==> src/rtl/rx_frame_ctrl_if.sv <==
// rx_frame_ctrl_if: sample and status bus of the RX frame controller.
//   slave  modport : the controller (consumes sync/din, drives dout/status)
//   master modport : upstream/environment side
//   sync_det              frame-sync pulse from timing sync
//   din_re/din_im/din_vld input samples (12-bit signed) and valid
//   dout_re/dout_im/dout_vld/dout_is_signal/sym_idx  forwarded samples
//   frame_start/frame_done/frame_abort/err_overrun   status pulses
//   ds_rst/busy           downstream soft reset, controller busy
interface rx_frame_ctrl_if;
    localparam int unsigned DW = 12;

    logic                 sync_det;
    logic signed [DW-1:0] din_re;
    logic signed [DW-1:0] din_im;
    logic                 din_vld;

    logic signed [DW-1:0] dout_re;
    logic signed [DW-1:0] dout_im;
    logic                 dout_vld;
    logic                 dout_is_signal;
    logic [2:0]           sym_idx;

    logic                 frame_start;
    logic                 frame_done;
    logic                 frame_abort;
    logic                 err_overrun;
    logic                 ds_rst;
    logic                 busy;

    modport slave (
        input  sync_det, din_re, din_im, din_vld,
        output dout_re, dout_im, dout_vld, dout_is_signal, sym_idx,
        output frame_start, frame_done, frame_abort, err_overrun, ds_rst, busy
    );

    modport master (
        output sync_det, din_re, din_im, din_vld,
        input  dout_re, dout_im, dout_vld, dout_is_signal, sym_idx,
        input  frame_start, frame_done, frame_abort, err_overrun, ds_rst, busy
    );
endinterface

==> src/rtl/rx_frame_ctrl.sv <==
// rx_frame_ctrl: frames an OFDM receive stream after timing sync.
// Forwards one signal symbol plus NSYM-1 payload symbols of N samples each
// with a fixed one-cycle latency, guards against input starvation, then
// drains, soft-resets the downstream blocks and waits a guard gap.
//   clk  single working clock
//   rst  synchronous active-high reset
//   bus  rx_frame_ctrl_if.slave (samples in/out, status pulses, ds_rst, busy)
module rx_frame_ctrl #(
    parameter int unsigned N         = 64,
    parameter int unsigned NSYM      = 7,
    parameter int unsigned TIMEOUT   = 16,
    parameter int unsigned FLUSH_CYC = 2,
    parameter int unsigned GAP_CYC   = 4
) (
    input  logic               clk,
    input  logic               rst,
    rx_frame_ctrl_if.slave     bus
);
    localparam int unsigned CW   = (N > 1) ? $clog2(N) : 1;
    localparam int unsigned IW   = $clog2(TIMEOUT + 1);
    localparam int unsigned PMAX = (FLUSH_CYC > GAP_CYC) ? FLUSH_CYC : GAP_CYC;
    localparam int unsigned PW   = $clog2(PMAX + 1);

    typedef enum logic [2:0] {
        IDLE  = 3'd0,
        SIG   = 3'd1,
        PLD   = 3'd2,
        DRAIN = 3'd3,
        CLR   = 3'd4,
        GAP   = 3'd5
    } state_t;

    state_t        state;
    logic [CW-1:0] samp_cnt;
    logic [2:0]    sym_cnt;
    logic [IW-1:0] idle_cnt;
    logic [PW-1:0] phase_cnt;

    // Single-process FSM; every output is a register updated with the state.
    always_ff @(posedge clk) begin
        if (rst) begin
            state              <= IDLE;
            samp_cnt           <= '0;
            sym_cnt            <= '0;
            idle_cnt           <= '0;
            phase_cnt          <= '0;
            bus.dout_re        <= '0;
            bus.dout_im        <= '0;
            bus.dout_vld       <= 1'b0;
            bus.dout_is_signal <= 1'b0;
            bus.sym_idx        <= '0;
            bus.frame_start    <= 1'b0;
            bus.frame_done     <= 1'b0;
            bus.frame_abort    <= 1'b0;
            bus.err_overrun    <= 1'b0;
            bus.ds_rst         <= 1'b0;
            bus.busy           <= 1'b0;
        end else begin
            // Data outputs are zero whenever no sample is presented.
            bus.dout_re        <= '0;
            bus.dout_im        <= '0;
            bus.dout_vld       <= 1'b0;
            bus.dout_is_signal <= 1'b0;
            bus.sym_idx        <= '0;
            bus.frame_start    <= 1'b0;
            bus.frame_done     <= 1'b0;
            bus.frame_abort    <= 1'b0;
            bus.err_overrun    <= 1'b0;
            bus.ds_rst         <= 1'b0;
            bus.busy           <= 1'b1;

            case (state)
                IDLE: begin
                    if (bus.sync_det) begin
                        state           <= SIG;
                        bus.frame_start <= 1'b1;
                        samp_cnt        <= '0;
                        sym_cnt         <= '0;
                        idle_cnt        <= '0;
                    end else begin
                        bus.busy <= 1'b0;
                    end
                end

                SIG, PLD: begin
                    // A second sync inside a frame is flagged but not acted on.
                    bus.err_overrun <= bus.sync_det;
                    if (bus.din_vld) begin
                        bus.dout_re        <= bus.din_re;
                        bus.dout_im        <= bus.din_im;
                        bus.dout_vld       <= 1'b1;
                        bus.dout_is_signal <= (state == SIG);
                        bus.sym_idx        <= sym_cnt;
                        idle_cnt           <= '0;
                        if (samp_cnt == CW'(N - 1)) begin
                            samp_cnt <= '0;
                            sym_cnt  <= sym_cnt + 3'd1;
                            if (state == SIG) begin
                                state <= PLD;
                            end else if (sym_cnt == 3'(NSYM - 1)) begin
                                state          <= DRAIN;
                                phase_cnt      <= '0;
                                bus.frame_done <= 1'b1;
                            end
                        end else begin
                            samp_cnt <= samp_cnt + CW'(1);
                        end
                    end else if (idle_cnt == IW'(TIMEOUT - 1)) begin
                        // TIMEOUT-th consecutive empty cycle: give up on the frame.
                        state           <= DRAIN;
                        phase_cnt       <= '0;
                        idle_cnt        <= '0;
                        bus.frame_abort <= 1'b1;
                    end else begin
                        idle_cnt <= idle_cnt + IW'(1);
                    end
                end

                DRAIN: begin
                    if (phase_cnt == PW'(FLUSH_CYC - 1)) begin
                        state      <= CLR;
                        phase_cnt  <= '0;
                        bus.ds_rst <= 1'b1;
                    end else begin
                        phase_cnt <= phase_cnt + PW'(1);
                    end
                end

                CLR: begin
                    state     <= GAP;
                    phase_cnt <= '0;
                end

                GAP: begin
                    if (phase_cnt == PW'(GAP_CYC - 1)) begin
                        state     <= IDLE;
                        phase_cnt <= '0;
                        bus.busy  <= 1'b0;
                    end else begin
                        phase_cnt <= phase_cnt + PW'(1);
                    end
                end

                default: begin
                    state    <= IDLE;
                    bus.busy <= 1'b0;
                end
            endcase
        end
    end
endmodule

==> src/flat_wrapper.sv <==
// flat-port wrapper written by rule: the top's interface ports become plain ports
module rx_frame_ctrl_flat 
#(
    parameter int unsigned N         = 64,
    parameter int unsigned NSYM      = 7,
    parameter int unsigned TIMEOUT   = 16,
    parameter int unsigned FLUSH_CYC = 2,
    parameter int unsigned GAP_CYC   = 4
)
  (clk, rst, bus_sync_det, bus_din_re, bus_din_im, bus_din_vld, bus_dout_re, bus_dout_im, bus_dout_vld, bus_dout_is_signal, bus_sym_idx, bus_frame_start, bus_frame_done, bus_frame_abort, bus_err_overrun, bus_ds_rst, bus_busy);
  rx_frame_ctrl_if bus_i ();
  input  logic clk;
  input  logic rst;
  input wire logic [$bits(bus_i.sync_det)-1:0] bus_sync_det;
  input wire logic [$bits(bus_i.din_re)-1:0] bus_din_re;
  input wire logic [$bits(bus_i.din_im)-1:0] bus_din_im;
  input wire logic [$bits(bus_i.din_vld)-1:0] bus_din_vld;
  output wire logic [$bits(bus_i.dout_re)-1:0] bus_dout_re;
  output wire logic [$bits(bus_i.dout_im)-1:0] bus_dout_im;
  output wire logic [$bits(bus_i.dout_vld)-1:0] bus_dout_vld;
  output wire logic [$bits(bus_i.dout_is_signal)-1:0] bus_dout_is_signal;
  output wire logic [$bits(bus_i.sym_idx)-1:0] bus_sym_idx;
  output wire logic [$bits(bus_i.frame_start)-1:0] bus_frame_start;
  output wire logic [$bits(bus_i.frame_done)-1:0] bus_frame_done;
  output wire logic [$bits(bus_i.frame_abort)-1:0] bus_frame_abort;
  output wire logic [$bits(bus_i.err_overrun)-1:0] bus_err_overrun;
  output wire logic [$bits(bus_i.ds_rst)-1:0] bus_ds_rst;
  output wire logic [$bits(bus_i.busy)-1:0] bus_busy;
  assign bus_i.sync_det = bus_sync_det;
  assign bus_i.din_re = bus_din_re;
  assign bus_i.din_im = bus_din_im;
  assign bus_i.din_vld = bus_din_vld;
  assign bus_dout_re = bus_i.dout_re;
  assign bus_dout_im = bus_i.dout_im;
  assign bus_dout_vld = bus_i.dout_vld;
  assign bus_dout_is_signal = bus_i.dout_is_signal;
  assign bus_sym_idx = bus_i.sym_idx;
  assign bus_frame_start = bus_i.frame_start;
  assign bus_frame_done = bus_i.frame_done;
  assign bus_frame_abort = bus_i.frame_abort;
  assign bus_err_overrun = bus_i.err_overrun;
  assign bus_ds_rst = bus_i.ds_rst;
  assign bus_busy = bus_i.busy;
  rx_frame_ctrl #(.N(N), .NSYM(NSYM), .TIMEOUT(TIMEOUT), .FLUSH_CYC(FLUSH_CYC), .GAP_CYC(GAP_CYC)) u_core (.clk(clk), .rst(rst), .bus(bus_i));
endmodule
==> config.mk <==
export PLATFORM = sky130hd
export DESIGN_NAME = rx_frame_ctrl_flat
export DESIGN_NICKNAME = d
export VERILOG_FILES = /design/src/rtl/rx_frame_ctrl_if.sv /design/src/rtl/rx_frame_ctrl.sv /design/src/flat_wrapper.sv
export SDC_FILE = /design/constraint.sdc
export NUM_CORES = 1
export LEC_CHECK = 0
export CAP_MARGIN = 20
export CORE_ASPECT_RATIO = 1.5
export CORE_UTILIZATION = 40
export CTS_CLUSTER_SIZE = 24
export DETAILED_ROUTE_END_ITERATION = 10
export HOLD_SLACK_MARGIN = 0.03
export PLACE_DENSITY_LB_ADDON = 0.25
export SLEW_MARGIN = 20
export SYNTH_ARGS = -nofsm -noshare
export SYNTH_HDL_FRONTEND = slang
export SYNTH_SLANG_ARGS = --single-unit
==> constraint.sdc <==
create_clock -name clk -period 1.9 [get_ports clk]
set_input_delay 0.19 -clock clk [delete_from_list [all_inputs] [get_ports clk]]
set_output_delay 0.19 -clock clk [all_outputs]
set_load 0.005 [all_outputs]
; ---- Yosys cells after proc, flatten, opt, wreduce, memory -nomap -nowiden
; Index checks and enable logic that the tools add are counted.
[word_totals]
ff_bits = 55
inputBits = 28
output_inout_bits = 35
word_cells = 97
[classes]
add_sub_neg = 4
n_eq_ne = 20
n_mux = 36
bitwise = 5
n_reduce_logical = 16
[ops]
columns = operator, n
row1 = 2-to-1 mux 3 bit, 18
row2 = 2-to-1 mux 6 bit, 3
row3 = 2-to-1 mux 5 bit, 3
row4 = case mux 3 bit (5 select lines), 1
row5 = case mux 3 bit (4 select lines), 1
row6 = case mux 6 bit (2 select lines), 1
row7 = case mux 5 bit (2 select lines), 1
row8 = "== test 3 x 2 -> 1 bit, second input constant", 3
row9 = "== test 3 bit, second input constant", 3
row10 = "!= test 3 x 2 -> 1 bit, second input constant", 3
row11 = OR reduction 2 bit, 4
row12 = "adder 3 x 1 -> 3 bit, second input constant", 2
row13 = "adder 6 x 1 -> 6 bit, second input constant", 1
row14 = "== test 3 x 1 -> 1 bit, second input constant", 2
row15 = "== test 6 bit, second input constant", 1
row16 = 2-to-1 mux 1 bit, 6
row17 = "!= test 2 x 1 -> 1 bit, second input constant", 3
row18 = case mux 3 bit (2 select lines), 1
row19 = AND reduction 6 bit, 1
row20 = OR reduction 3 bit, 2
row21 = "adder 5 x 1 -> 5 bit, second input constant", 1
row22 = "== test 5 x 4 -> 1 bit, second input constant", 1
row23 = NOT 1 bit, 5
row24 = AND reduction 5 bit, 1
row25 = other kinds (12), 13

; ---- Longest topological paths before layout
; Gate-level depths: netlist of the first run.
[logic_depth]
ltp_word = 6
depth_mapped = 7
depth_no_buf = 7

; ---- Worst setup path after synthesis of the first run
; OpenSTA, ideal clock, no wires.
[synth_timing]
kind = reg-to-reg
from = register u_core.phase_cnt[0]
to = register u_core.state[2]
setup_ns = 0.135
arrival_ns = 1.439
path_slack_ns = 0.325
path_stages_with_launch = 8
cell_sequence = dfxtp_1 > ha_1 > ha_1 > nor3b_1 > a31oi_1 > o21ai_0 > o311ai_0 > o41ai_1
[synth_via]
elab_chain_cells = 3
[synth_rtl]
columns = item, line_no
row1 = start: declaration, rx_frame_ctrl.sv:37  ; logic [PW-1:0] phase_cnt;
row2 = start signal: assignment, rx_frame_ctrl.sv:125  ; phase_cnt <= phase_cnt + PW'(1);
row3 = start signal: assignment, rx_frame_ctrl.sv:140  ; phase_cnt <= phase_cnt + PW'(1);
row4 = == test 3 x 2 -> 1 bit / == test 3 x 1 -> 1 bit (equally long branches), "rx_frame_ctrl.sv:135, rx_frame_ctrl.sv:120"
row5 = != test 2 x 1 -> 1 bit (no source line), --
row6 = AND reduction 6 bit (no source line) (*), --
row7 = end signal: assignment, rx_frame_ctrl.sv:130  ; state <= GAP;
row8 = end signal: assignment, rx_frame_ctrl.sv:136  ; state <= IDLE;
row9 = end signal: assignment, rx_frame_ctrl.sv:145  ; state <= IDLE;
row10 = end: declaration, rx_frame_ctrl.sv:33  ; state_t state;
; Mark *: on every way between the ends. The rest lies on a longest branch, timed or not.
; A chain may end at the register's enable or synchronous reset.

; ---- Final worst setup path of the first run
[layout_timing]
from = register u_core.phase_cnt[0]
to = register u_core.state[0]
; The elaborated chain is that of the path after synthesis.

==> results of run 1 <==
[Yosys cell counts (all sizes together), types with 2 or more instances]
| library cell | number | area (µm²) |
|---|---|---|
| and2 | 28 | 175.2 |
| nand2 | 12 | 55.06 |
| nor2 | 15 | 56.30 |
| nand3 | 7 | 35.03 |
| nor3 | 7 | 35.03 |
| and3 | 5 | 31.28 |
| buf | 7 | 55.05 |
| a211oi | 2 | 20.02 |
| o21ai | 12 | 60.06 |
| xnor2 | 2 | 17.52 |
| or3 | 3 | 18.77 |
| nor2b | 2 | 12.51 |
| xor2 | 3 | 26.28 |
| mux2i | 2 | 20.02 |
| nor4 | 4 | 25.02 |
| ha | 8 | 100.1 |
| a31oi | 2 | 12.51 |
| mux2 | 2 | 30.03 |
| dfxtp | 55 | 1101 |
| nor3b | 4 | 30.03 |
| a21oi | 13 | 65.06 |
| inv | 10 | 37.53 |
| clkbuf | 4 | 15.01 |
[repair_timing]
item / CTS / global route
buffers inserted: 0 / 1
hold endpoints to repair: 0 / 0
endpoints found under the setup margin: 0 / 22
resized for setup: 0 / 10
[state kept, by name, indices dropped and copies added (netlist names)]
name                       count
u_core.bus.busy                1
u_core.bus.dout_im            12
u_core.bus.dout_is_signal      1
u_core.bus.dout_re            12
u_core.bus.dout_vld            1
u_core.bus.ds_rst              1
u_core.bus.err_overrun         1
u_core.bus.frame_abort         1
u_core.bus.frame_done          1
u_core.bus.frame_start         1
u_core.bus.sym_idx             3
u_core.idle_cnt                5
u_core.phase_cnt               3
u_core.samp_cnt                6
u_core.state                   3
u_core.sym_cnt                 3
[routing by layer]
layer | global-route usage [%] | vias to the layer above | share of wire (%)
met5 | 0 | - | 0
met4 | 9.496 | 0 | 3.8
met3 | 3.571 | 14 | 4.7
met2 | 31.43 | 57 | 51
met1 | 18.01 | 813 | 41
li1 | - | 931 | -
[area by class of cell]
cell class | count | share of cell area, %
flip-flops and latches | 55 | 35.81
multi-input cells | 153 | 33.25
clock buffers | 6 | 2.676
inverters | 10 | 1.217
clock inverters | 2 | 0.5272
repair buffers | 77 | 23.76
well taps | 68 | 2.758
[worst max-delay path: cells and delay by family, from the launching register on]
family	cells	cell delay (ns)
compound gates	4	0.69
fa+ha+maj	2	0.42
flops	1	0.34
simple gates	1	0.24
[path summary, 6_finish.rpt]
kind / from / to / cells after the start
worst max-delay path: u_core.phase_cnt[0] / u_core.state[0] / 7
worst min-delay path: bus_din_re[8] / u_core.bus.dout_re[8] / 2
worst max register to register: u_core.phase_cnt[0] / u_core.state[0] / 7
worst min register to register: u_core.samp_cnt[1] / u_core.samp_cnt[1] / 2
[metrics by stage]
stage | TNS, ns | hold WS, ns
after global routing | -0.03191 | 0.4317
final | 0 | 0.4363
after global placement | 0 | 0.4795
after detailed placement | 0 | 0.4883
after floorplan | 0 | 0.3117
after CTS | 0 | 0.4276
[kinds of logic (layout without fill, tap and decap cells)]
kind of cell	Yosys count	after routing	synth area share [%]
simple gates	95	95	24.50
xor+xnor	5	5	1.990
compound gates	41	41	11.77
mux	4	4	2.274
flops	55	55	50.03
buf+inv	21	95	4.889
fa+ha+maj	8	8	4.548
[cells in the final DEF, fill, tap and decap left out, types with 2 or more instances in the layout]
| cell | netlist | layout |
|---|---|---|
| sky130_fd_sc_hd__nor3b_1 | 4 | 3 |
| sky130_fd_sc_hd__and2_1 | 28 | 28 |
| sky130_fd_sc_hd__nand2_1 | 10 | 10 |
| sky130_fd_sc_hd__nor4_1 | 4 | 3 |
| sky130_fd_sc_hd__nor2_1 | 15 | 14 |
| sky130_fd_sc_hd__nor3_1 | 7 | 6 |
| sky130_fd_sc_hd__ha_1 | 8 | 8 |
| sky130_fd_sc_hd__mux2_4 | 2 | 2 |
| sky130_fd_sc_hd__a31oi_1 | 2 | 2 |
| sky130_fd_sc_hd__dfxtp_2 | 0 | 3 |
| sky130_fd_sc_hd__xor2_1 | 3 | 3 |
| sky130_fd_sc_hd__o21ai_0 | 12 | 11 |
| sky130_fd_sc_hd__clkdlybuf4s50_1 | 0 | 62 |
| sky130_fd_sc_hd__buf_4 | 3 | 15 |
| sky130_fd_sc_hd__and3_1 | 5 | 5 |
| sky130_fd_sc_hd__inv_1 | 9 | 9 |
| sky130_fd_sc_hd__dfxtp_1 | 55 | 52 |
| sky130_fd_sc_hd__mux2i_1 | 2 | 2 |
| sky130_fd_sc_hd__clkbuf_8 | 0 | 6 |
| sky130_fd_sc_hd__xnor2_1 | 2 | 2 |
| sky130_fd_sc_hd__nor2b_1 | 2 | 2 |
| sky130_fd_sc_hd__or3_1 | 3 | 3 |
| sky130_fd_sc_hd__nand3_1 | 7 | 7 |
| sky130_fd_sc_hd__a21oi_1 | 13 | 13 |
[power by group through the flow]
stage          registers [mW]  clock network (mW)  logic, mW
2_1_floorplan            1.40                   0      0.881
3_3_place_gp             1.46                   0       1.29
3_5_place_dp             1.46                   0       1.30
4_1_cts                  1.43               0.705       1.31
5_1_grt                  1.47               0.741       1.52
6_report                 1.44               0.669       1.36
==> out/qor.tcl, run 1 <==
set qor(outcome) {completed}
set qor(syn_inst) 229
set qor(routed-via-count) 1815
set qor(first_global_vias) 1829
set qor(global_route.usage.total_pct) 17.19
set qor(timing.critical_path.slowest_cell_delay_ns) 0.34
set qor(layout.nets) 338
set qor(dpl.cell_count) 362
set qor(clock_transition_at_path_regs_ns) 0.10
set qor(synth-edff-count) 0
set qor(p_sw_mw) 1.197
set qor(max_slew.worst_pin.slew_ns) 0.3737
set qor(grt_overflow) 0
set qor(postSynth.topFlopCell) {sky130_fd_sc_hd__dfxtp_1}
set qor(timing.final.crit_share_pct) 92.16
set qor(maxClockFrequency_mhz) 571.1
set qor(hold_viol_final) 0
set qor(cell_leakage_power_nw) 1.197
set qor(clock_skew_ns) 0.004570
set qor(cp_cell_sequence) {ha_1, ha_1, nor3b_1, a31oi_1, o21ai_1, o21ai_0, a31oi_1}
set qor(antenna_violations_before_repair) 0
set qor(slew_viol_final) 0
set qor(final_cell_count_no_fill) 371
set qor(cp_max_fo) 4
set qor(design.portCount) 63
set qor(cts_tree) {yes}
set qor(cts-root-to-sink-buffers) 2
set qor(swShare_pct) 34.44
set qor(worst-endpoint-required_ns) 2.12
set qor(synthesis.nets) 265
set qor(register_area_um2) 1105
set qor(final_core_utilization_pct) 59.28
set qor(maximum_number_of_pins_on_one_net_before_global_route_repair) 22
set qor(report.final.setup_viol) 0
set qor(timing.slew.headroom_pct) 75.03
set qor(final_area_um2) 3085
set qor(die_width_um) 62.57
set qor(number_of_fillers_in_the_final_layout) 478
set qor(reg2reg_setup_slack_ns) 0.15
set qor(vias_per_cell) 4.892
set qor(clock_sink_count) 55
set qor(synth_async_sr_flop_share_pct) 0
set qor(worst_hold_path_type) {in2reg}
set qor(power.density_nw_per_um2) 1126
set qor(n_antenna_cell) 0
set qor(route.antenna.remaining_nets) 0
set qor(setup_repair_after_global_routing_missed_its_margin) {yes}
set qor(hpwlAfterDp_um) 3532
set qor(share_comb_of_total_power_pct) 39.2
set qor(critical_path.endpoint_type) {flip-flop}
set qor(yosys_register_bits) 55
set qor(drt_iter0_markers) 39
set qor(period_needed_ns) 1.751
set qor(synthesis.yosys.warnings) 0
set qor(place_worst_setup_slack_ns) 0.01680
set qor(drcViolationCount) 0
set qor(multiInputGateArea_um2) 1026
set qor(worst_slack_ns) 0.1489
set qor(placed_area_um2) 2947
set qor(cts.hold.buffers_added) 0
set qor(synth.distinct_cells) 49
set qor(cts_buffers) 5
set qor(place_congestion) 0.8773
set qor(worstSkewPairLatency_ns) 0.30
set qor(cellInternalPower_mw) 2.278
set qor(worst_setup_path_start_kind) {flip-flop}
set qor(wl_per_cell_um) 12.73
set qor(drt_pass1_iterations) 5
set qor(clkPwrFrac_pct) 19.3
set qor(layout-drive-gt1-share_pct) 12.54
set qor(initial_utilization_pct) 42.28
set qor(port-buffer-count) 62
set qor(cts.htree.levels) 2
set qor(cp.arrival_ns) 1.98
set qor(type_of_the_worst_setup_path) {reg2reg}
set qor(post_synth.cell_area_avg_um2) 9.611
set qor(area.growth.synth_to_final_pct) 40.19
set qor(syn_area_um2) 2201
set qor(core_area_um2) 5205
set qor(die_height_um) 92.85
set qor(design_power_total_mw) 3.475
set qor(max-cap-violations) 0
set qor(synth-seq-area-share_pct) 50.03
set qor(clockRootBuffer) {sky130_fd_sc_hd__clkbuf_8}
set qor(crit_path_top_delay_cell) {sky130_fd_sc_hd__dfxtp_1}
set qor(total_detailed_routing_wirelength_um) 4724
set qor(vdd_ir_drop_max_mv) 0.6575
set qor(fp.dieArea_um2) 5809
set qor(row_count) 32
set qor(grt_pass1_wl_um) 7990
set qor(power.share.sequential_pct) 41.5
Power figures use the tool's default switching activity.
==> run 2: changes to the inputs <==
- CTS_BUF_LIST: default -> sky130_fd_sc_hd__clkbuf_8
- clock period: 1.9 -> 2.03 ns (I/O delays scaled with it)
==> run 2 against run 1 <==
Worst setup slack gained 0.10 ns. Register-to-register slack improved by 0.10 ns. Total power fell by 8.2%. Critical path type unchanged. Cell area decreased by 2.0%.
==> out/qor.tcl, run 2 (synthesis results as in run 1) <==
set qor(outcome) {completed}
set qor(clock_sink_count) 55 ;# unchanged
set qor(setup_repair_after_global_routing_missed_its_margin) {no}
set qor(final_core_utilization_pct) 58.08 ;# -1.2 points
set qor(busiest_layer) {met2}
set qor(timing.critical_path.slowest_cell_delay_ns) 0.34 ;# about the same
set qor(place_congestion) 0.9100 ;# +3.7%
set qor(post_cts_setup_inserts) 0 ;# unchanged
set qor(port-buffer-count) 62 ;# unchanged
set qor(whs_endpoint) {u_core.bus.dout_im[6]}
set qor(cp_max_fo) 4 ;# unchanged
set qor(maximum_number_of_pins_on_one_net_before_global_route_repair) 30 ;# +36%
set qor(wl_per_cell_um) 12.15 ;# -4.5%
set qor(fp.dieArea_um2) 5809 ;# unchanged
set qor(area.growth.synth_to_final_pct) 37.35
set qor(maxClockFrequency_mhz) 562.8 ;# -1.4%
set qor(largest_registers) {u_core.bus.dout_im (12), u_core.bus.dout_re (12), u_core.samp_cnt (6)}
set qor(routed-via-count) 1782 ;# -1.8%
set qor(row_count) 32 ;# unchanged
set qor(layout_commonest_cell) {sky130_fd_sc_hd__clkdlybuf4s50_1}
set qor(crit_path_top_delay_cell) {sky130_fd_sc_hd__dfxtp_1}
set qor(period_needed_ns) 1.777 ;# +0.02566 ns
set qor(initial_utilization_pct) 42.28 ;# unchanged
set qor(r2r_cells) 7 ;# unchanged
set qor(type_of_the_worst_setup_path) {reg2reg}
set qor(hold_viol_final) 0 ;# unchanged
set qor(worst_hold_startpoint) {bus_din_im[6]}
set qor(clock_transition_at_path_regs_ns) 0.09 ;# about the same
set qor(grt_pass1_wl_um) 7486 ;# -6.3%
set qor(fin_setup_tns_ns) 0 ;# unchanged
set qor(worst_setup_path_start_kind) {flip-flop}
set qor(worst-endpoint-required_ns) 2.25 ;# +0.13 ns
set qor(cell_leakage_power_nw) 1.163 ;# -2.8%
set qor(cts_tree) {yes}
set qor(max-cap-violations) 0 ;# unchanged
set qor(antenna_violations_before_repair) 0 ;# unchanged
set qor(number_of_fillers_in_the_final_layout) 463 ;# -3.1%
set qor(layout-drive-gt1-share_pct) 8.814 ;# -3.7 points
set qor(die_height_um) 92.85 ;# unchanged
set qor(worst-path-buf-inv) 0 ;# unchanged
set qor(r2r-end) {u_core.state[0]}
set qor(cts-root-to-sink-buffers) 2 ;# unchanged
set qor(vdd_ir_drop_max_mv) 0.5827 ;# -11%
set qor(vias_per_cell) 4.909 ;# +0.35%
set qor(drt_pass1_iterations) 4 ;# -1
set qor(cts.htree.levels) 2 ;# unchanged
set qor(drt_iter0_markers) 45 ;# +15%
set qor(critical_path.endpoint_type) {flip-flop}
set qor(design_power_total_mw) 3.191 ;# -8.2%
set qor(r2r-start) {u_core.phase_cnt[0]}
set qor(cp.arrival_ns) 2.00 ;# +0.02 ns
set qor(timing.final.crit_share_pct) 87.52 ;# -4.6 points
set qor(die_width_um) 62.57 ;# unchanged
set qor(max_slew.worst_pin.slew_ns) 0.5201 ;# +0.1464 ns
set qor(design.portCount) 63 ;# unchanged
set qor(first_global_vias) 1723 ;# -5.8%
set qor(total_detailed_routing_wirelength_um) 4412 ;# -6.6%
set qor(cp_cell_sequence) {ha_1, ha_1, nor3b_1, a31oi_1, o21ai_0, o21ai_0, a31oi_1}
set qor(cts.hold.buffers_added) 0 ;# unchanged
set qor(n_antenna_cell) 0 ;# unchanged
set qor(commonest_cells_after_routing_fill_and_taps_aside) {sky130_fd_sc_hd__clkdlybuf4s50_1 (62), sky130_fd_sc_hd__dfxtp_1 (52), sky130_fd_sc_hd__and2_1 (28)}
set qor(cp_top_family) {compound AO/OA/AOI/OAI gates}
set qor(global_route.usage.total_pct) 16.25 ;# -0.93 points
set qor(route.antenna.remaining_nets) 0 ;# unchanged
set qor(timing.critical_path.from) {u_core.phase_cnt[0]}
set qor(layout.nets) 330 ;# -2.4%
set qor(groute.layer.met1.usage_pct) 16.87 ;# -1.1 points
set qor(met3_usage_pct) 3.818 ;# +0.25 points
set qor(report.final.setup_viol) 0 ;# unchanged
set qor(grt.met2_usage_pct) 30.07 ;# -1.4 points
set qor(core_area_um2) 5205 ;# unchanged
set qor(power.density_nw_per_um2) 1056 ;# -6.3%
set qor(clockRootBuffer) {sky130_fd_sc_hd__clkbuf_8}
set qor(slew_viol_final) 0 ;# unchanged
set qor(cts_buffers) 5 ;# unchanged
set qor(min_path_cells) 2 ;# unchanged
set qor(clock_skew_ns) 0.003713 ;# -0.0008571 ns
set qor(worstSkewPairLatency_ns) 0.30 ;# about the same
set qor(drcViolationCount) 0 ;# unchanged
set qor(grt_overflow) 0 ;# unchanged
set qor(hpwlAfterDp_um) 3313 ;# -6.2%
set qor(timing.slew.headroom_pct) 65.01 ;# -10 points
set qor(worst_hold_path_type) {in2reg}
set qor(reg2reg_setup_slack_ns) 0.25 ;# +0.10 ns
## run 2: stage by stage
step           setup WS [ns]  cell area [µm²]  hold slack (ns)  std cells
3_3_place_gp          0.1745             2907           0.4793        355
4_1_cts               0.1374             3019           0.4371        363
3_5_place_dp          0.1326             2907           0.4861        355
6_report              0.2532             3023           0.4501        363
2_1_floorplan         0.4554             2201           0.3247        229
5_1_grt              0.03620             3023           0.4437        363
## run 2: area by class of cell
class                      count  area [µm²]  share of cell area, %
clock buffer                   5       68.82                  2.276
timing repair buffer          69       685.7                  22.68
tap                           68       85.08                  2.815
multi-input combinational    153       997.2                  32.99
clock inverter                 3       43.79                  1.449
inverter                      10       37.54                  1.242
sequential                    55        1105                  36.55
## run 2: repair_timing
item                                    in CTS  in global routing
resized for setup                            0                  3
endpoints found under the setup margin       0                  3
endpoints found under the hold margin        0                  0
## run 2: per-layer routing
layer | wire [µm] | part of all wire (%) | up-vias
li1 | - | - | 915
met4 | 86 | 1.9 | 0
met1 | 1809 | 41 | 801
met3 | 232 | 5.3 | 8
met2 | 2283 | 52 | 58
met5 | 0 | 0 | -
## run 2: report_power, final
| part | total, mW | internal [mW] | leakage, nW | switching, mW |
|---|---|---|---|---|
| Sequential | 1.35 | 1.22 | 0.447 | 0.131 |
| Clock | 0.707 | 0.367 | 0.0581 | 0.339 |
| Combinational | 1.13 | 0.545 | 0.658 | 0.585 |
## run 2: how the worst max path moves through the flow
stage	end	slack, ns	cells after the start
final	u_core.state[0]	0.25	7
after global routing	u_core.state[2]	0.04	7
after CTS	u_core.state[0]	0.14	5
after detailed placement	u_core.samp_cnt[3]	0.13	6
after global placement	u_core.samp_cnt[3]	0.17	6
after floorplan	u_core.state[2]	0.46	7
## run 2: worst register-to-register path: stages (launching register included)
cell,delay (ns)
sky130_fd_sc_hd__dfxtp_1,0.34
sky130_fd_sc_hd__ha_1,0.21
sky130_fd_sc_hd__ha_1,0.20
sky130_fd_sc_hd__nor3b_1,0.23
sky130_fd_sc_hd__a31oi_1,0.10
sky130_fd_sc_hd__o21ai_0,0.31
sky130_fd_sc_hd__o21ai_0,0.12
sky130_fd_sc_hd__a31oi_1,0.20
